<file path="config.mk">
export PLATFORM = sky130hd
export DESIGN_NAME = icache_fetch_flat
export DESIGN_NICKNAME = d
export VERILOG_FILES = /design/src/rtl/icache_fetch_if.sv /design/src/rtl/icache_fetch.sv /design/src/flat_wrapper.sv
export SDC_FILE = /design/constraint.sdc
export NUM_CORES = 1
export LEC_CHECK = 0
export BUFFER_PORTS_ARGS = -buffer_cell sky130_fd_sc_hd__buf_2
export CAP_MARGIN = 40
export CORE_ASPECT_RATIO = 1.2
export CORE_UTILIZATION = 50
export DETAILED_ROUTE_END_ITERATION = 8
export PLACE_DENSITY = 0.78
export RECOVER_POWER = 25
export SLEW_MARGIN = 20
export SYNTH_ARGS = -nofsm -noshare
export SYNTH_HDL_FRONTEND = slang
export SYNTH_SLANG_ARGS = --single-unit
</file>
<file path="constraint.sdc">
create_clock -name clk -period 2.7 [get_ports clk]
set_input_delay 0 -clock clk [delete_from_list [all_inputs] [get_ports clk]]
set_output_delay 0 -clock clk [all_outputs]
set_load 0.05 [all_outputs]
</file>
<file path="src/rtl/icache_fetch_if.sv">
// Handshake bundle between the icache request queue, memory read port,
// line fill port and fetch response port of icache_fetch.
interface icache_fetch_if #(
   parameter int ADDRBITS = 32,
   parameter int DATABITS = 32
);
   logic [ADDRBITS-1:0] queue_out_addr;
   logic [1:0]          queue_out_wordlen;
   logic                queue_not_empty;
   logic                queue_pop;
   logic                flush;
   logic                mem_rd_req;
   logic [ADDRBITS-1:0] mem_addr;
   logic                mem_ack;
   logic                mem_rd_valid;
   logic [DATABITS-1:0] mem_rd_data;
   logic                fill_we;
   logic [ADDRBITS-1:0] fill_addr;
   logic [DATABITS-1:0] fill_data;
   logic                fill_done;
   logic                resp_valid;
   logic [DATABITS-1:0] resp_data;
   logic                busy;

   modport master (
      input  queue_out_addr, queue_out_wordlen, queue_not_empty, flush,
      input  mem_ack, mem_rd_valid, mem_rd_data,
      output queue_pop, mem_rd_req, mem_addr,
      output fill_we, fill_addr, fill_data, fill_done,
      output resp_valid, resp_data, busy
   );

   modport slave (
      output queue_out_addr, queue_out_wordlen, queue_not_empty, flush,
      output mem_ack, mem_rd_valid, mem_rd_data,
      input  queue_pop, mem_rd_req, mem_addr,
      input  fill_we, fill_addr, fill_data, fill_done,
      input  resp_valid, resp_data, busy
   );
endinterface

</file>
<file path="src/rtl/icache_fetch.sv">
// Line-fill engine: pulls the head request from the icache queue, issues one
// line burst read, writes every beat into the line and returns the critical word.
module icache_fetch #(
   parameter int DATABITS     = 32,
   parameter int ADDRBITS     = 32,
   parameter int LINEWORDBITS = 3,
   parameter int LINEWORDS    = 2**LINEWORDBITS
) (
   input logic            clk,
   input logic            reset_n,
   icache_fetch_if.master bus
);
   localparam int OFFBITS = LINEWORDBITS + 2;

   typedef enum logic [1:0] {IDLE, REQ, BURST, DONE} state_t;

   state_t                  r_state, w_state;
   logic [OFFBITS-1:0]      r_req_off, w_req_off;
   logic [1:0]              r_req_len, w_req_len;
   logic [LINEWORDBITS-1:0] r_cnt, w_cnt;
   logic                    r_abort, w_abort, w_abort_now;
   logic                    r_mem_rd_req, w_mem_rd_req;
   logic [ADDRBITS-1:0]     r_mem_addr, w_mem_addr;
   logic [ADDRBITS-1:0]     r_fill_addr, w_fill_addr, w_beat_addr;
   logic [DATABITS-1:0]     r_fill_data, w_fill_data;
   logic [DATABITS-1:0]     r_resp_data, w_resp_data;
   logic                    r_fill_we, w_fill_we;
   logic                    r_fill_done, w_fill_done;
   logic                    r_resp_valid, w_resp_valid;
   logic                    r_queue_pop, w_queue_pop;
   logic                    r_busy, w_busy;

   // Critical-word extraction: byte/halfword lanes are zero-extended.
   function automatic logic [DATABITS-1:0] sel_resp(input logic [DATABITS-1:0] beat,
                                                    input logic [1:0]          len,
                                                    input logic [1:0]          lane);
      logic [DATABITS-1:0] res;
      res = beat;
      case (len)
         2'd0:    res = {{(DATABITS-8){1'b0}}, beat[{lane, 3'b000} +: 8]};
         2'd1:    res = {{(DATABITS-16){1'b0}}, beat[{lane[1], 4'b0000} +: 16]};
         default: res = beat;
      endcase
      return res;
   endfunction

   assign w_beat_addr = r_mem_addr | {{(ADDRBITS-OFFBITS){1'b0}}, r_cnt, 2'b00};

   // Next-state and next-output decode; only the low line offset of the request is kept.
   always_comb begin
      w_state      = r_state;
      w_req_off    = r_req_off;
      w_req_len    = r_req_len;
      w_cnt        = r_cnt;
      w_abort      = r_abort;
      w_abort_now  = r_abort | bus.flush;
      w_mem_rd_req = r_mem_rd_req;
      w_mem_addr   = r_mem_addr;
      w_fill_addr  = r_fill_addr;
      w_fill_data  = r_fill_data;
      w_resp_data  = r_resp_data;
      w_fill_we    = 1'b0;
      w_fill_done  = 1'b0;
      w_resp_valid = 1'b0;
      w_queue_pop  = 1'b0;
      case (r_state)
         IDLE: begin
            if (bus.queue_not_empty) begin
               w_state      = REQ;
               w_req_off    = bus.queue_out_addr[OFFBITS-1:0];
               w_req_len    = bus.queue_out_wordlen;
               w_mem_rd_req = 1'b1;
               w_mem_addr   = {bus.queue_out_addr[ADDRBITS-1:OFFBITS], {OFFBITS{1'b0}}};
            end else begin
               w_state = IDLE;
            end
         end
         REQ: begin
            w_abort = w_abort_now;
            if (bus.mem_ack) begin
               w_mem_rd_req = 1'b0;
               w_cnt        = {LINEWORDBITS{1'b0}};
               w_state      = BURST;
            end else begin
               w_state = REQ;
            end
         end
         BURST: begin
            w_abort = w_abort_now;
            if (bus.mem_rd_valid) begin
               w_cnt = r_cnt + LINEWORDBITS'(1);
               // A flush in the same cycle as a beat already suppresses that beat.
               if (!w_abort_now) begin
                  w_fill_we   = 1'b1;
                  w_fill_addr = w_beat_addr;
                  w_fill_data = bus.mem_rd_data;
                  if (r_cnt == r_req_off[OFFBITS-1:2]) begin
                     w_resp_valid = 1'b1;
                     w_resp_data  = sel_resp(bus.mem_rd_data, r_req_len, r_req_off[1:0]);
                  end else begin
                     w_resp_valid = 1'b0;
                  end
               end else begin
                  w_fill_we = 1'b0;
               end
               if (r_cnt == LINEWORDBITS'(LINEWORDS-1)) begin
                  w_state     = DONE;
                  w_queue_pop = 1'b1;
                  w_fill_done = !w_abort_now;
               end else begin
                  w_state = BURST;
               end
            end else begin
               w_state = BURST;
            end
         end
         DONE: begin
            w_state = IDLE;
            w_abort = 1'b0;
         end
         default: begin
            w_state = IDLE;
         end
      endcase
      w_busy = (w_state != IDLE);
   end

   // State register.
   always_ff @(posedge clk or negedge reset_n) begin
      if (!reset_n) begin
         r_state <= IDLE;
      end else begin
         r_state <= w_state;
      end
   end

   // Request context and registered outputs.
   always_ff @(posedge clk or negedge reset_n) begin
      if (!reset_n) begin
         r_req_off    <= {OFFBITS{1'b0}};
         r_req_len    <= 2'b00;
         r_cnt        <= {LINEWORDBITS{1'b0}};
         r_abort      <= 1'b0;
         r_mem_rd_req <= 1'b0;
         r_mem_addr   <= {ADDRBITS{1'b0}};
         r_fill_addr  <= {ADDRBITS{1'b0}};
         r_fill_data  <= {DATABITS{1'b0}};
         r_resp_data  <= {DATABITS{1'b0}};
         r_fill_we    <= 1'b0;
         r_fill_done  <= 1'b0;
         r_resp_valid <= 1'b0;
         r_queue_pop  <= 1'b0;
         r_busy       <= 1'b0;
      end else begin
         r_req_off    <= w_req_off;
         r_req_len    <= w_req_len;
         r_cnt        <= w_cnt;
         r_abort      <= w_abort;
         r_mem_rd_req <= w_mem_rd_req;
         r_mem_addr   <= w_mem_addr;
         r_fill_addr  <= w_fill_addr;
         r_fill_data  <= w_fill_data;
         r_resp_data  <= w_resp_data;
         r_fill_we    <= w_fill_we;
         r_fill_done  <= w_fill_done;
         r_resp_valid <= w_resp_valid;
         r_queue_pop  <= w_queue_pop;
         r_busy       <= w_busy;
      end
   end

   assign bus.queue_pop  = r_queue_pop;
   assign bus.mem_rd_req = r_mem_rd_req;
   assign bus.mem_addr   = r_mem_addr;
   assign bus.fill_we    = r_fill_we;
   assign bus.fill_addr  = r_fill_addr;
   assign bus.fill_data  = r_fill_data;
   assign bus.fill_done  = r_fill_done;
   assign bus.resp_valid = r_resp_valid;
   assign bus.resp_data  = r_resp_data;
   assign bus.busy       = r_busy;
endmodule

</file>
<file path="src/flat_wrapper.sv">
// flat-port wrapper written by rule: the top's interface ports become plain ports
module icache_fetch_flat 
#(
   parameter int DATABITS     = 32,
   parameter int ADDRBITS     = 32,
   parameter int LINEWORDBITS = 3,
   parameter int LINEWORDS    = 2**LINEWORDBITS
)
  (clk, reset_n, bus_queue_out_addr, bus_queue_out_wordlen, bus_queue_not_empty, bus_flush, bus_mem_ack, bus_mem_rd_valid, bus_mem_rd_data, bus_queue_pop, bus_mem_rd_req, bus_mem_addr, bus_fill_we, bus_fill_addr, bus_fill_data, bus_fill_done, bus_resp_valid, bus_resp_data, bus_busy);
  icache_fetch_if #(.ADDRBITS(ADDRBITS), .DATABITS(DATABITS)) bus_i ();
  input logic clk;
  input logic reset_n;
  input wire logic [$bits(bus_i.queue_out_addr)-1:0] bus_queue_out_addr;
  input wire logic [$bits(bus_i.queue_out_wordlen)-1:0] bus_queue_out_wordlen;
  input wire logic [$bits(bus_i.queue_not_empty)-1:0] bus_queue_not_empty;
  input wire logic [$bits(bus_i.flush)-1:0] bus_flush;
  input wire logic [$bits(bus_i.mem_ack)-1:0] bus_mem_ack;
  input wire logic [$bits(bus_i.mem_rd_valid)-1:0] bus_mem_rd_valid;
  input wire logic [$bits(bus_i.mem_rd_data)-1:0] bus_mem_rd_data;
  output wire logic [$bits(bus_i.queue_pop)-1:0] bus_queue_pop;
  output wire logic [$bits(bus_i.mem_rd_req)-1:0] bus_mem_rd_req;
  output wire logic [$bits(bus_i.mem_addr)-1:0] bus_mem_addr;
  output wire logic [$bits(bus_i.fill_we)-1:0] bus_fill_we;
  output wire logic [$bits(bus_i.fill_addr)-1:0] bus_fill_addr;
  output wire logic [$bits(bus_i.fill_data)-1:0] bus_fill_data;
  output wire logic [$bits(bus_i.fill_done)-1:0] bus_fill_done;
  output wire logic [$bits(bus_i.resp_valid)-1:0] bus_resp_valid;
  output wire logic [$bits(bus_i.resp_data)-1:0] bus_resp_data;
  output wire logic [$bits(bus_i.busy)-1:0] bus_busy;
  assign bus_i.queue_out_addr = bus_queue_out_addr;
  assign bus_i.queue_out_wordlen = bus_queue_out_wordlen;
  assign bus_i.queue_not_empty = bus_queue_not_empty;
  assign bus_i.flush = bus_flush;
  assign bus_i.mem_ack = bus_mem_ack;
  assign bus_i.mem_rd_valid = bus_mem_rd_valid;
  assign bus_i.mem_rd_data = bus_mem_rd_data;
  assign bus_queue_pop = bus_i.queue_pop;
  assign bus_mem_rd_req = bus_i.mem_rd_req;
  assign bus_mem_addr = bus_i.mem_addr;
  assign bus_fill_we = bus_i.fill_we;
  assign bus_fill_addr = bus_i.fill_addr;
  assign bus_fill_data = bus_i.fill_data;
  assign bus_fill_done = bus_i.fill_done;
  assign bus_resp_valid = bus_i.resp_valid;
  assign bus_resp_data = bus_i.resp_data;
  assign bus_busy = bus_i.busy;
  icache_fetch #(.DATABITS(DATABITS), .ADDRBITS(ADDRBITS), .LINEWORDBITS(LINEWORDBITS), .LINEWORDS(LINEWORDS)) u_core (.clk(clk), .reset_n(reset_n), .bus(bus_i));
endmodule
</file>
# [Yosys cells after proc, flatten, opt, wreduce, memory -nomap -nowiden]
# Cells that the tools add are included.
[totals] regBits=142 in_bits=72 out_inout_bits=134 word_cells=69
[classes] n_addsub=1 n_eq_ne=9 n_shift=2 mux=26 n_bitwise=3 reduce_logical=13
[ops] op="32-bit case mux with 2 select lines" count=1
[ops] op="32-bit by 5-bit bitwise OR with 32-bit output" count=1
[ops] op="32-bit by 6-bit indexed part select with 16-bit output" count=1
[ops] op="32-bit by 6-bit indexed part select with 8-bit output" count=1
[ops] op="1-bit 2-to-1 mux" count=18
[ops] op="3-bit AND reduction" count=3
[ops] op="2-bit case mux with 4 select lines" count=1
[ops] op="2-bit nonzero test" count=4
[ops] op="3-bit 2-to-1 mux" count=2
[ops] op="2-bit inequality test (second input constant)" count=3
[ops] op="3-bit case mux with 2 select lines" count=1
[ops] op="2-bit by 1-bit == test with 1-bit output (second input constant)" count=2
[ops] op="2-bit == test (second input constant)" count=2
[ops] op="2-bit zero test" count=2
[ops] op="1-bit case mux with 2 select lines" count=2
[ops] op="4-bit AND reduction" count=1
[ops] op="3-bit by 1-bit adder with 3-bit output (second input constant)" count=1
[ops] op="3-bit == test" count=1
[ops] op="3-bit == test (second input constant)" count=1
[ops] op="2-bit 2-to-1 mux" count=1
[ops] op="2-bit AND reduction" count=1
[ops] op="2-bit OR reduction" count=1
[ops] op="1-bit zero test" count=1
[ops] op="1-bit inverter" count=1
[ops] op="1-bit bitwise OR" count=1

# [Longest topological paths before layout]
# Gate-level depths: netlist (run 1).
[depth] depth_word=5 ltp_mapped=7 depth_no_buf=5

# [Worst setup path before layout (run 1)]
# Ideal clock, no wire load.
[synth_timing] kind="flip-flop to flip-flop" from="reg u_core.r_state[0]" to="reg u_core.r_resp_data[14] (netlist: u_core.bus.resp_data[14])" setup_ns=0.125 arrival_time_ns=2.089 required_ns=2.575 slack_ns=0.486 stages_incl_launch_ff=8 n_path_buf=3 period_less_slack_ns=2.214 path_cell_list="dfrtp_1 -> buf_2 -> nand3b_4 -> or3_1 -> buf_2 -> nor4_4 -> buf_6 -> mux2_2"
[synth_via] elab_chain_len=2
[synth_rtl] item="start, declared" line_no="icache_fetch.sv:17" text="state_t r_state, w_state;"
[synth_rtl] item="start signal, assigned" line_no="icache_fetch.sv:133" text="r_state <= w_state;"
[synth_rtl] item="2-bit == test" line_no="icache_fetch.sv:66" text="case (r_state)"
[synth_rtl] item="4-bit AND reduction (no source line)"
[synth_rtl] item="end signal, assigned" line_no="icache_fetch.sv:148" text="r_resp_data <= {DATABITS{1'b0}};"
[synth_rtl] item="end signal, assigned" line_no="icache_fetch.sv:163" text="r_resp_data <= w_resp_data;"
[synth_rtl] item="end, declared" line_no="icache_fetch.sv:26" text="logic [DATABITS-1:0] r_resp_data, w_resp_data;"
# Every way passes these cells.
# A chain may end at the register's enable or synchronous reset.

# [Worst setup path in the final report (run 1)]
[layout_timing] from="reg u_core.r_state[0]" to="reg u_core.r_resp_data[10] (netlist: u_core.bus.resp_data[10])"
# Same word-level chain as after synthesis.

==> results by group, run 1 <==
Detailed routing
  • Number of nets with antenna violations after detailed routing: 0
  • Via Count: 4543
  • DRC: 0
  • Routed length on met1: 5840 um
  • Max layer used: met4
  • Number of search-and-repair iterations in the first detailed-routing pass: 4
  • Post-detailed-routing wire length: 14800 um
  • Vias per std cell: 5.17
  • Initial detailed-routing violation count: 147
  • Met2 Wirelength: 7670 um
  • Detailed route wirelength on metal3: 1090 um
  • Wire length per cell: 16.9 um

STA
  • Setup total negative slack: 0 ns
  • Crit path time final: 2.31 ns
  • Final Setup Violations: 0
  • Worst slew margin relative to its limit: 0.00398
  • Transition time at the pin with the least slew margin: 1.49 ns
  • Period utilization: 0.856
  • Setup repair after global routing missed its margin: false
  • Peak clock frequency supported by timing: 433 MHz
  • Number of max-slew violations in the final report: 0
  • Final setup skew: 0.00715 ns
  • Final-report hold violation count: 0

Clocking
  • Worst skew pair latency: 0.41 ns
  • CTS Buffer Depth: 2
  • CTS tree: built
  • Count of buffers added by post-CTS timing repair for setup: 0
  • Inserted Clock Buffers: 17
  • Post-CTS clock slew at the launch and capture registers of the worst setup and hold paths: 0.06 ns
  • H-Tree Level Count: 4
  • CTS Sinks: 140
  • Root Buffer: sky130_fd_sc_hd__clkbuf_16
  • Post-cts resize count: 0

Floorplan
  • Ports: 206
  • Core ar.: 11500 um2
  • Initial standard-cell utilization of the core: 0.514
  • Die X: 101 um
  • Chip height: 121 um
  • Die Area: 12300 um2
  • Count of standard-cell rows: 43

Synthesis
  • Mean cell area of the mapped netlist: 13.4 um2
  • Portion of the post-synthesis area used by sequential elements: 0.592
  • Synth top area share: 0.592
  • Synth warn: 0
  • Gate Count Post-Synth: 440
  • Biggest area contributors in the synthesized netlist: sky130_fd_sc_hd__dfrtp_1 (59%), sky130_fd_sc_hd__mux2_2 (21%), sky130_fd_sc_hd__mux2i_1 (3.0%)
  • Post-Synthesis Cell Area: 5910 um2
  • Number of synthesized register bits: 140
  • Top cell type by total area after synthesis: sky130_fd_sc_hd__dfrtp_1
  • Distinct cells, synth: 30

Power
  • Maximum ir drop on the vdd rail: 1130 uV
  • Total power of the final layout: 12400 uW
  • Power per unit of standard cell area: 1470 nW/um2
  • Total leakage power: 0.00424 uW

Cells and area
  • Highest-count cells in the layout ignoring fill and taps: sky130_fd_sc_hd__buf_2 (188), sky130_fd_sc_hd__dfrtp_1 (140), sky130_fd_sc_hd__mux2_2 (111)
  • Fraction of layout instances using a drive strength above 1: 0.474
  • Nets@finish: 784
  • Filler cell count in the final layout: 771
  • Most common cell after layout, fill and taps aside: sky130_fd_sc_hd__buf_2
  • Post-synthesis to final-layout area growth: 42.6%
  • Final antenna diode count: 0
  • Filler-free cell count of the finished design: 879

Setup path
  • Reg2Reg Capture Point: u_core.bus.resp_data[10]
  • Slack of the worst reg-to-reg path: 0.39 ns
  • Sort of element at the start of the critical path: flop
  • Launching point of the worst reg2reg path: u_core.r_state[0]
  • Crit path cell chain: nand3b_4, or3_2, nor4_4, buf_12, mux2_2
  • Path depth of the worst reg2reg path: 5
  • CP Data Required Time: 2.99 ns
  • Worst path arrival time: 2.60 ns
  • Largest stage delay on the critical path: 0.49 ns
  • Critical path class: reg2reg
  • Slowest stage cell on the critical path: sky130_fd_sc_hd__dfrtp_1
  • Kind of end point of the critical path: flop
  • Critical path peak fanout: 33

Global route
  • Remaining global-route overflow: 0
  • Largest net degree at the start of global routing: 94
  • Number of antenna violations at the first check in global routing: 0
  • Vias in the first global route: 4695
  • First-pass GRT wire length: 23300 um
  • Overall routing resource usage: 0.253

Min path
  • Number of cells traversed by the worst hold path: 3
  • Hold endpoint: u_core.bus.mem_addr[23]
  • Origin of the worst min-delay path: bus_queue_out_addr[23]
  • Worst min-delay path class: in2reg

Job
  • Max capacitance violation total: 0

Placement
  • IO Port Bufs: 198
  • RePlAce Congestion: 0.752
  • Placed wire-length estimate: 9260 um
  • Cell Count Post-Placement: 776

Status
  • Result of the run: finished clean
==> metal layers <==
| layer | up-vias | GRT usage |
|---|---|---|
| met4 | 0 | 0.0969 |
| met2 | 201 | 0.429 |
| met5 | - | 0 |
| li1 | 2058 | - |
| met3 | 20 | 0.0755 |
| met1 | 2264 | 0.300 |
==> power by group <==
| part | internal (uW) | switching [uW] | leakage (uW) | total, uW |
|---|---|---|---|---|
| logic | 1730 | 4390 | 0.00221 | 6120 |
| registers | 3040 | 637 | 0.00172 | 3680 |
| clock network | 1710 | 852 | 0.000315 | 2560 |
| total | 6480 | 5880 | 0.00424 | 12400 |
==> flip-flops by register name, indices dropped and copies added, names as in the netlist <==
name and count:
u_core.bus.fill_data 32, u_core.bus.resp_data 32, u_core.r_cnt 3, u_core.bus.mem_rd_req 1
u_core.r_abort 1, u_core.bus.fill_we 1, u_core.bus.fill_addr 30, u_core.bus.fill_done 1
u_core.bus.queue_pop 1, u_core.r_req_off 5, u_core.bus.busy 1, u_core.bus.resp_valid 1
u_core.r_req_len 2, u_core.bus.mem_addr 27, u_core.r_state 2
==> cell type report <==
type	count	area [um2]	share of cell area
sequential	140	3500	0.415
multi-input combinational	253	2190	0.259
timing repair buffer	278	1810	0.215
clock buffer	21	470	0.0558
tap	157	196	0.0233
clock inverter	10	188	0.0223
inverter	20	75.1	0.00890
==> through the flow <==
stage / util / setup slack (ns) / hold WS (ns) / cell area, um2
after floorplan: - / 0.486 / -0.296 / 5940
after global placement: 0.612 / 0.505 / 0.129 / 7050
after detailed placement: 0.613 / 0.429 / 0.143 / 7060
after CTS: 0.732 / 0.398 / 0.281 / 8430
after global routing: 0.733 / 0.338 / 0.351 / 8430
final: 0.733 / 0.389 / 0.354 / 8430
==> cell families (layout without fill, tap and decap cells) <==
logic type      count (synthesis)  in the layout  share of synthesized area
compound gates                 52             52                     0.0595
xor+xnor                        3              3                    0.00444
fa+ha+maj                       2              2                    0.00423
buf+inv                        53            329                     0.0419
flops                         140            140                      0.592
mux                           130            130                      0.244
other cells                     1              7                   0.000634
simple gates                   59             59                     0.0531
==> how the worst max path moves through the flow <==
stage                     cells past startpoint                       end               from  slack, ns
after global routing                          5  u_core.bus.resp_data[10]  u_core.r_state[0]       0.34
final                                         5  u_core.bus.resp_data[10]  u_core.r_state[0]       0.39
after floorplan                               7  u_core.bus.resp_data[14]  u_core.r_state[0]       0.49
after global placement                        5   u_core.bus.resp_data[9]  u_core.r_state[0]       0.51
after CTS                                     5  u_core.bus.resp_data[10]  u_core.r_state[0]       0.40
after detailed placement                      5   u_core.bus.resp_data[8]  u_core.r_state[0]       0.43
==> worst max-delay path: cells and delay by family, from the launching register on <==
family / cells / cell delay, ns
and+or+nand+nor: 3 / 1.04
DFF: 1 / 0.49
muxes: 1 / 0.38
buffers and inverters: 1 / 0.26
==> synthesized netlist by cell type <==
| library cell | count |
|---|---|
| sky130_fd_sc_hd__clkbuf_1 | 11 |
| sky130_fd_sc_hd__mux2_1 | 1 |
| sky130_fd_sc_hd__a221oi_1 | 1 |
| sky130_fd_sc_hd__o21ai_0 | 2 |
| sky130_fd_sc_hd__a211oi_1 | 2 |
| sky130_fd_sc_hd__ha_1 | 2 |
| sky130_fd_sc_hd__nor4_4 | 1 |
| sky130_fd_sc_hd__o221ai_1 | 8 |
| sky130_fd_sc_hd__mux2_2 | 111 |
| sky130_fd_sc_hd__buf_1 | 9 |
| sky130_fd_sc_hd__conb_1 | 1 |
| sky130_fd_sc_hd__or3_1 | 1 |
| sky130_fd_sc_hd__nand3b_4 | 1 |
| sky130_fd_sc_hd__a21oi_1 | 22 |
| sky130_fd_sc_hd__buf_2 | 3 |
| sky130_fd_sc_hd__nand2b_1 | 1 |
| sky130_fd_sc_hd__buf_6 | 2 |
| sky130_fd_sc_hd__nor2_1 | 4 |
| sky130_fd_sc_hd__and2_1 | 1 |
| sky130_fd_sc_hd__buf_4 | 8 |
| sky130_fd_sc_hd__a22o_1 | 8 |
| sky130_fd_sc_hd__a21o_1 | 9 |
| sky130_fd_sc_hd__nor2b_1 | 18 |
| sky130_fd_sc_hd__mux2i_1 | 18 |
| sky130_fd_sc_hd__nand2_1 | 30 |
| sky130_fd_sc_hd__inv_1 | 20 |
| sky130_fd_sc_hd__and3b_1 | 1 |
| sky130_fd_sc_hd__xor2_1 | 3 |
| sky130_fd_sc_hd__dfrtp_1 | 140 |
| sky130_fd_sc_hd__nor3_1 | 1 |
==> timing repair <==
item	CTS	global route
endpoints found under the setup margin	0	0
hold endpoints to repair	193	0
hold buffers	71	0
Note: power is estimated with default switching activity, not from simulation.
==> run 2: changes to the inputs <==
- CORE_UTILIZATION: 50 -> 46
- PLACE_DENSITY: 0.78 -> 0.72
==> results by group, run 2 (same netlist as run 1, synthesis figures left out) <==
Detailed routing
  • Number of search-and-repair iterations in the first detailed-routing pass: 5 (+1)
  • Number of nets with antenna violations after detailed routing: 0 (unchanged)
  • DRC: 0 (unchanged)
  • Post-detailed-routing wire length: 14700 um (-1.1%)
  • Initial detailed-routing violation count: 110 (-25%)
  • Via Count: 4483 (-1.3%)
  • Vias per std cell: 5.04 (-2.5%)
  • Wire length per cell: 16.5 um (-2.4%)

STA
  • Final-report hold violation count: 0 (unchanged)
  • Final Setup Violations: 0 (unchanged)
  • Final setup skew: 0.0102 ns (+0.00305 ns)
  • Peak clock frequency supported by timing: 441 MHz (+2.0%)
  • Worst slew margin relative to its limit: 0.270 (+0.266)
  • Number of max-slew violations in the final report: 0 (unchanged)
  • Transition time at the pin with the least slew margin: 1.10 ns (-0.398 ns)
  • Period utilization: 0.839 (-0.0169)
  • Setup repair after global routing missed its margin: false
  • Setup total negative slack: 0 ns (unchanged)
  • Crit path time final: 2.27 ns (-0.0455 ns)

Setup path
  • Slack of the worst reg-to-reg path: 0.43 ns (+0.05 ns)
  • Path depth of the worst reg2reg path: 5 (unchanged)
  • Worst setup endpoint: u_core.bus.resp_data[10]
  • CP Data Required Time: 2.99 ns (about the same)
  • Worst path arrival time: 2.56 ns (-0.04 ns)
  • Launching point of the worst reg2reg path: u_core.r_state[0]
  • Critical path class: reg2reg
  • Sort of element at the start of the critical path: flop
  • Kind of end point of the critical path: flop
  • Critical path launch point: u_core.r_state[0]
  • Reg2Reg Capture Point: u_core.bus.resp_data[10]
  • Critical path peak fanout: 33 (unchanged)

Clocking
  • Post-CTS clock slew at the launch and capture registers of the worst setup and hold paths: 0.06 ns (about the same)
  • Inserted Clock Buffers: 17 (unchanged)
  • CTS Buffer Depth: 2 (unchanged)
  • CTS Sinks: 140 (unchanged)
  • CTS Hold Bufs: 71 (unchanged)
  • Count of buffers added by post-CTS timing repair for setup: 0 (unchanged)
  • H-Tree Level Count: 4 (unchanged)
  • CTS tree: built
  • Post-cts resize count: 0 (unchanged)
  • Root Buffer: sky130_fd_sc_hd__clkbuf_16
  • Worst skew pair latency: 0.41 ns (about the same)

Status
  • Result of the run: finished clean

Placement
  • Placed wire-length estimate: 9110 um (-1.6%)
  • IO Port Bufs: 198 (unchanged)
  • RePlAce Congestion: 0.734 (-2.4%)

Floorplan
  • Initial standard-cell utilization of the core: 0.469 (-0.0447)
  • Die X: 106 um (+4.2%)
  • Chip height: 126 um (+4.2%)
  • Die Area: 13300 um2 (+8.5%)
  • Core ar.: 12600 um2 (+9.5%)
  • Count of standard-cell rows: 45 (+4.7%)
  • Ports: 206 (unchanged)

Global route
  • Overall routing resource usage: 0.228 (-0.0249)
  • Remaining global-route overflow: 0 (unchanged)
  • Vias in the first global route: 4712 (+0.36%)
  • Number of antenna violations at the first check in global routing: 0 (unchanged)
  • First-pass GRT wire length: 23500 um (+0.83%)
  • Largest net degree at the start of global routing: 81 (-14%)

Cells and area
  • Final antenna diode count: 0 (unchanged)
  • Post-synthesis to final-layout area growth: 40.1%
  • Share of the core filled with cells in the final layout: 0.657 (-0.0756)
  • Most common cell after layout, fill and taps aside: sky130_fd_sc_hd__dfrtp_1
  • Highest-count cells in the layout ignoring fill and taps: sky130_fd_sc_hd__dfrtp_1 (140), sky130_fd_sc_hd__mux2_2 (111), sky130_fd_sc_hd__buf_2 (105)
  • Fraction of layout instances using a drive strength above 1: 0.360 (-0.114)
  • Nets@finish: 787 (+0.38%)

Job
  • Max capacitance violation total: 0 (unchanged)

Min path
  • Worst min-delay path class: in2reg
## run 2: changes by cell type in the layout (fill, tap and decap cells not counted), sizes merged
| cell | previous run | this run |
|---|---|---|
| buf | 197 | 115 |
| bufinv | 5 | 3 |
| clkbuf | 31 | 113 |
| clkinv | 3 | 5 |
| clkinvlp | 2 | 3 |
| dlygate4sd3 | 71 | 72 |
| inv | 20 | 22 |
## run 2: critical path, cell delays in order (launching register included)
cell and delay (ns):
sky130_fd_sc_hd__dfrtp_1 0.49, sky130_fd_sc_hd__nand3b_4 0.21, sky130_fd_sc_hd__or3_2 0.47, sky130_fd_sc_hd__nor4_4 0.33, sky130_fd_sc_hd__buf_12 0.26, sky130_fd_sc_hd__mux2_2 0.37
## run 2: cell type report
cell class,count,area (um2)
sequential,140,3500
multi-input combinational,253,2190
fill,1003,4330
inverter,20,75.1
tap,164,205
timing repair buffer,281,1720
clock buffer,19,433
clock inverter,13,166
## run 2: worst min path at each step
stage              start                       end  slack [ns]  cells past startpoint
5_1_grt        bus_flush      u_core.bus.fill_done        0.33                      3
2_1_floorplan    reset_n           u_core.bus.busy       -0.30                      0
4_1_cts          reset_n  u_core.bus.fill_data[25]        0.23                      2
3_5_place_dp     reset_n  u_core.bus.fill_data[25]        0.10                      1
6_report       bus_flush      u_core.bus.fill_done        0.34                      3
3_3_place_gp     reset_n  u_core.bus.fill_data[24]        0.09                      1
## run 2: metal layers
metal,wire (um),part of all wire,vias up,track usage
met2,7500,0.51,187,0.408
met1,5920,0.40,2218,0.265
li1,-,-,2062,-
met4,195,0.013,0,0.0670
met5,0,0,-,0
met3,1040,0.071,16,0.0637
## run 2: metrics by stage
| stage | hold WS (ns) | instances | worst slack (ns) | cell area (um2) |
|---|---|---|---|---|
| finish | 0.337 | 890 | 0.434 | 8290 |
| global route | 0.333 | 890 | 0.370 | 8290 |
| CTS | 0.227 | 887 | 0.436 | 8370 |
| detailed placement | 0.102 | 784 | 0.454 | 7060 |
| global placement | 0.0914 | 783 | 0.500 | 7050 |
| floorplan | -0.296 | 446 | 0.486 | 5940 |
Power of run 2 is not shown: default switching activity piles up to over one toggle a cycle in this logic, so the estimate is an artifact.
==> run 3: changes to the inputs <==
- ABC_AREA: not set -> 1
- clock period: 2.7 -> 2.1 ns (I/O delays scaled with it)
==> results by group, run 3 <==
Global route
  • Remaining global-route overflow: 0 (unchanged)
  • Vias in the first global route: 5505 (+17%)
  • Largest net degree at the start of global routing: 77 (-4.9%)
  • Overall routing resource usage: 0.253 (+0.0249)
  • Number of antenna violations at the first check in global routing: 0 (unchanged)
  • First-pass GRT wire length: 26500 um (+13%)

Power
  • P_int: 7330 uW
  • Total leakage power: 0.00484 uW
  • Net switching power figure: 7150 uW
  • Switching share of total power: 0.494
  • Maximum ir drop on the vdd rail: 1260 uV
  • Power per unit of standard cell area: 1720 nW/um2
  • Share of power burned in the clock network: 0.213
  • Sequential power share: 0.302
  • Part of the total power dissipated in combinational logic: 0.485

Placement
  • RePlAce Congestion: 0.797 (+8.6%)
  • Placed wire-length estimate: 10600 um (+16%)
  • Placed cell area: 7130 um2 (+0.97%)
  • Post-place setup slack: 0.289 ns (-0.165 ns)
  • Cell Count Post-Placement: 1039 (+33%)
  • IO Port Bufs: 198 (unchanged)

Job
  • Max capacitance violation total: 0 (unchanged)

Status
  • Result of the run: finished clean

Synthesis
  • Async set-or-reset flop fraction in the synthesized netlist: 1.00 (unchanged)
  • Flip-flop cell with the highest count after synthesis: sky130_fd_sc_hd__dfrtp_1
  • Most frequent cells after synthesis: sky130_fd_sc_hd__nand2_1 (271), sky130_fd_sc_hd__dfrtp_1 (140), sky130_fd_sc_hd__inv_1 (68), sky130_fd_sc_hd__o21ai_0 (54), sky130_fd_sc_hd__nor2_1 (34)
  • Number of synthesized register bits: 140 (unchanged)
  • Biggest area contributors in the synthesized netlist: sky130_fd_sc_hd__dfrtp_1 (58%), sky130_fd_sc_hd__nand2_1 (17%), sky130_fd_sc_hd__o21ai_0 (4.5%)
  • Gate Count Post-Synth: 699 (+59%)
  • Post-Synthesis Cell Area: 6000 um2 (+1.4%)
  • Synth top area share: 0.584 (-0.00840)
  • Synth warn: 0 (unchanged)
  • Distinct cells, synth: 29 (-3.3%)
  • Top cell type by total area after synthesis: sky130_fd_sc_hd__dfrtp_1
  • Count of flip-flops with a built-in enable after synthesis: 0 (unchanged)
  • Mean cell area of the mapped netlist: 8.58 um2 (-36%)
  • Portion of the post-synthesis area used by sequential elements: 0.584 (-0.00840)
  • Top-count cell post-synth: sky130_fd_sc_hd__nand2_1

Clocking
  • Post-CTS clock slew at the launch and capture registers of the worst setup and hold paths: 0.06 ns (about the same)
  • CTS tree: built
  • CTS Hold Bufs: 70 (-1.4%)
  • CTS Buffer Depth: 2 (unchanged)
  • Count of buffers added by post-CTS timing repair for setup: 0 (unchanged)
  • Post-cts resize count: 0 (unchanged)
  • Root Buffer: sky130_fd_sc_hd__clkbuf_16
  • Worst skew pair latency: 0.41 ns (about the same)
  • Inserted Clock Buffers: 17 (unchanged)
  • H-Tree Level Count: 4 (unchanged)
  • CTS Sinks: 140 (unchanged)

Cells and area
  • Post-synthesis to final-layout area growth: 40.1% (about the same)
  • Filler cell count in the final layout: 1050 (+4.7%)
  • Highest-count cells in the layout ignoring fill and taps: sky130_fd_sc_hd__nand2_1 (270), sky130_fd_sc_hd__buf_2 (197), sky130_fd_sc_hd__dfrtp_1 (140)
  • Fraction of layout instances using a drive strength above 1: 0.268 (-0.0911)
  • Nets@finish: 1038 (+32%)
  • Final antenna diode count: 0 (unchanged)
  • Final std cell area, no fill: 8400 um2 (+1.4%)
  • Most common cell after layout, fill and taps aside: sky130_fd_sc_hd__nand2_1
  • Filler-free cell count of the finished design: 1140 (+28%)

Detailed routing
  • Routed length on met1: 6700 um (+13%)
  • Number of nets with antenna violations after detailed routing: 0 (unchanged)
  • Met2 Wirelength: 7740 um (+3.2%)
  • DRC: 0 (unchanged)
  • Initial detailed-routing violation count: 272 (+150%)
  • Via Count: 5500 (+23%)
  • Number of search-and-repair iterations in the first detailed-routing pass: 5 (unchanged)
  • Wire length per cell: 14.1 um (-14%)
  • Max layer used: met4
  • Detailed route wirelength on metal3: 1210 um (+17%)
  • Vias per std cell: 4.82 (-4.2%)
  • Post-detailed-routing wire length: 16100 um (+9.7%)

Setup path
  • Kind of end point of the critical path: flop
  • Critical path class: reg2reg
  • CP Data Required Time: 2.40 ns (-0.59 ns)
  • Sort of element at the start of the critical path: flop
  • Worst path arrival time: 2.12 ns (-0.44 ns)
  • Critical path peak fanout: 35 (+6.1%)

STA
  • Transition time at the pin with the least slew margin: 1.27 ns (+0.171 ns)
  • Worst slew margin relative to its limit: 0.155 (-0.114)
  • Setup repair after global routing missed its margin: false
  • Final Setup Violations: 0 (unchanged)
  • Final setup skew: 0.00653 ns (-0.00367 ns)
  • Period utilization: 0.870 (+0.0304)
  • Peak clock frequency supported by timing: 548 MHz (+24%)
  • PnR worst setup slack: 0.274 ns (-0.160 ns)
  • Final-report hold violation count: 0 (unchanged)
  • Number of max-slew violations in the final report: 0 (unchanged)
  • Setup total negative slack: 0 ns (unchanged)
  • Crit path time final: 1.83 ns (-0.440 ns)

Floorplan
  • Die X: 106 um (+0.70%)
  • Ports: 206 (unchanged)
  • Core ar.: 12700 um2 (+0.45%)
  • Count of standard-cell rows: 45 (unchanged)
  • Die Area: 13500 um2 (+1.4%)
  • Initial standard-cell utilization of the core: 0.473 (+0.00463)
  • Chip height: 127 um (+0.71%)

Min path
  • Worst min-delay path class: in2reg
run 3: changes by cell type in the layout (fill, tap and decap cells not counted), moves of 9 or more:
cell | before | now
sky130_fd_sc_hd__nand4_1 | 0 | 16
sky130_fd_sc_hd__clkbuf_1 | 95 | 1
sky130_fd_sc_hd__inv_1 | 20 | 68
sky130_fd_sc_hd__o21ai_0 | 2 | 54
sky130_fd_sc_hd__buf_2 | 105 | 197
sky130_fd_sc_hd__a21oi_1 | 22 | 31
sky130_fd_sc_hd__a21o_1 | 9 | 0
sky130_fd_sc_hd__nand3_1 | 0 | 12
sky130_fd_sc_hd__mux2_2 | 111 | 4
sky130_fd_sc_hd__nand2_1 | 30 | 270
sky130_fd_sc_hd__nor2b_1 | 18 | 0
sky130_fd_sc_hd__nor2_1 | 4 | 34
sky130_fd_sc_hd__mux2i_1 | 18 | 0
run 3: cell type report:
cell class | instances | area, um2 | share of cell area
Tap cell | 164 | 205 | 0.0244
Clock buffer | 20 | 467 | 0.0555
Multi-Input combinational cell | 453 | 2020 | 0.240
Clock inverter | 11 | 141 | 0.0168
Sequential cell | 140 | 3500 | 0.417
Inverter | 71 | 269 | 0.0320
Timing Repair Buffer | 281 | 1800 | 0.214
run 3: power groups by stage:
stage	sequential [uW]	clock, uW	combinational, uW
CTS	4370	3130	7060
global route	4500	3260	7580
finish	4370	3080	7020
global placement	4380	0	6860
detailed placement	4380	0	6950
floorplan	7670	0	1930
run 3: layer usage:
layer  up-vias  global-route usage
met5         -                   0
met4         0               0.111
met3        26              0.0643
met2       247               0.414
met1      2535               0.316
li1       2692                   -
run 3: path summary, 6_finish.rpt:
| check | start | to | slack, ns | depth (start not counted) |
|---|---|---|---|---|
| max in group asynchronous | reset_n | u_core.bus.fill_addr[27] | 0.68 | 3 |
| min in group asynchronous | reset_n | u_core.bus.fill_data[14] | 0.58 | 3 |
| worst min register to register | u_core.bus.fill_data[20] | u_core.bus.fill_data[20] | 0.47 | 2 |
| worst max-delay path | u_core.r_state[0] | u_core.bus.resp_data[4] | 0.27 | 8 |
| worst max register to register | u_core.r_state[0] | u_core.bus.resp_data[4] | 0.27 | 8 |
| worst min-delay path | bus_mem_rd_valid | u_core.r_cnt[2] | 0.05 | 4 |
run 3: critical path: stages, from the launching register on:
cell,delay [ns]
sky130_fd_sc_hd__dfrtp_1,0.46
sky130_fd_sc_hd__nor2_4,0.16
sky130_fd_sc_hd__nand2_2,0.11
sky130_fd_sc_hd__nor2_8,0.11
sky130_fd_sc_hd__buf_4,0.33
sky130_fd_sc_hd__nand3_2,0.10
sky130_fd_sc_hd__buf_4,0.26
sky130_fd_sc_hd__nand2_1,0.10
sky130_fd_sc_hd__nand2_1,0.06
run 3: logic make-up after synthesis:
family / Yosys count / share of synthesized area
AOI/OAI and AO/OA: 96 / 0.0836
DFF: 140 / 0.584
adders and majority gates: 2 / 0.00417
buffers and inverters: 112 / 0.0834
xor gates and xnor gates: 1 / 0.00271
muxes: 4 / 0.00751
other: 1 / 0.000625
and+or+nand+nor: 343 / 0.234
run 3: through the flow:
step	power, uW	util	hold WS [ns]
after floorplan	9600	-	-0.296
after global placement	11200	0.563	-0.170
after detailed placement	11300	0.563	-0.168
after CTS	14600	0.666	0.0367
after global routing	15300	0.663	0.102
final	14500	0.663	0.0507
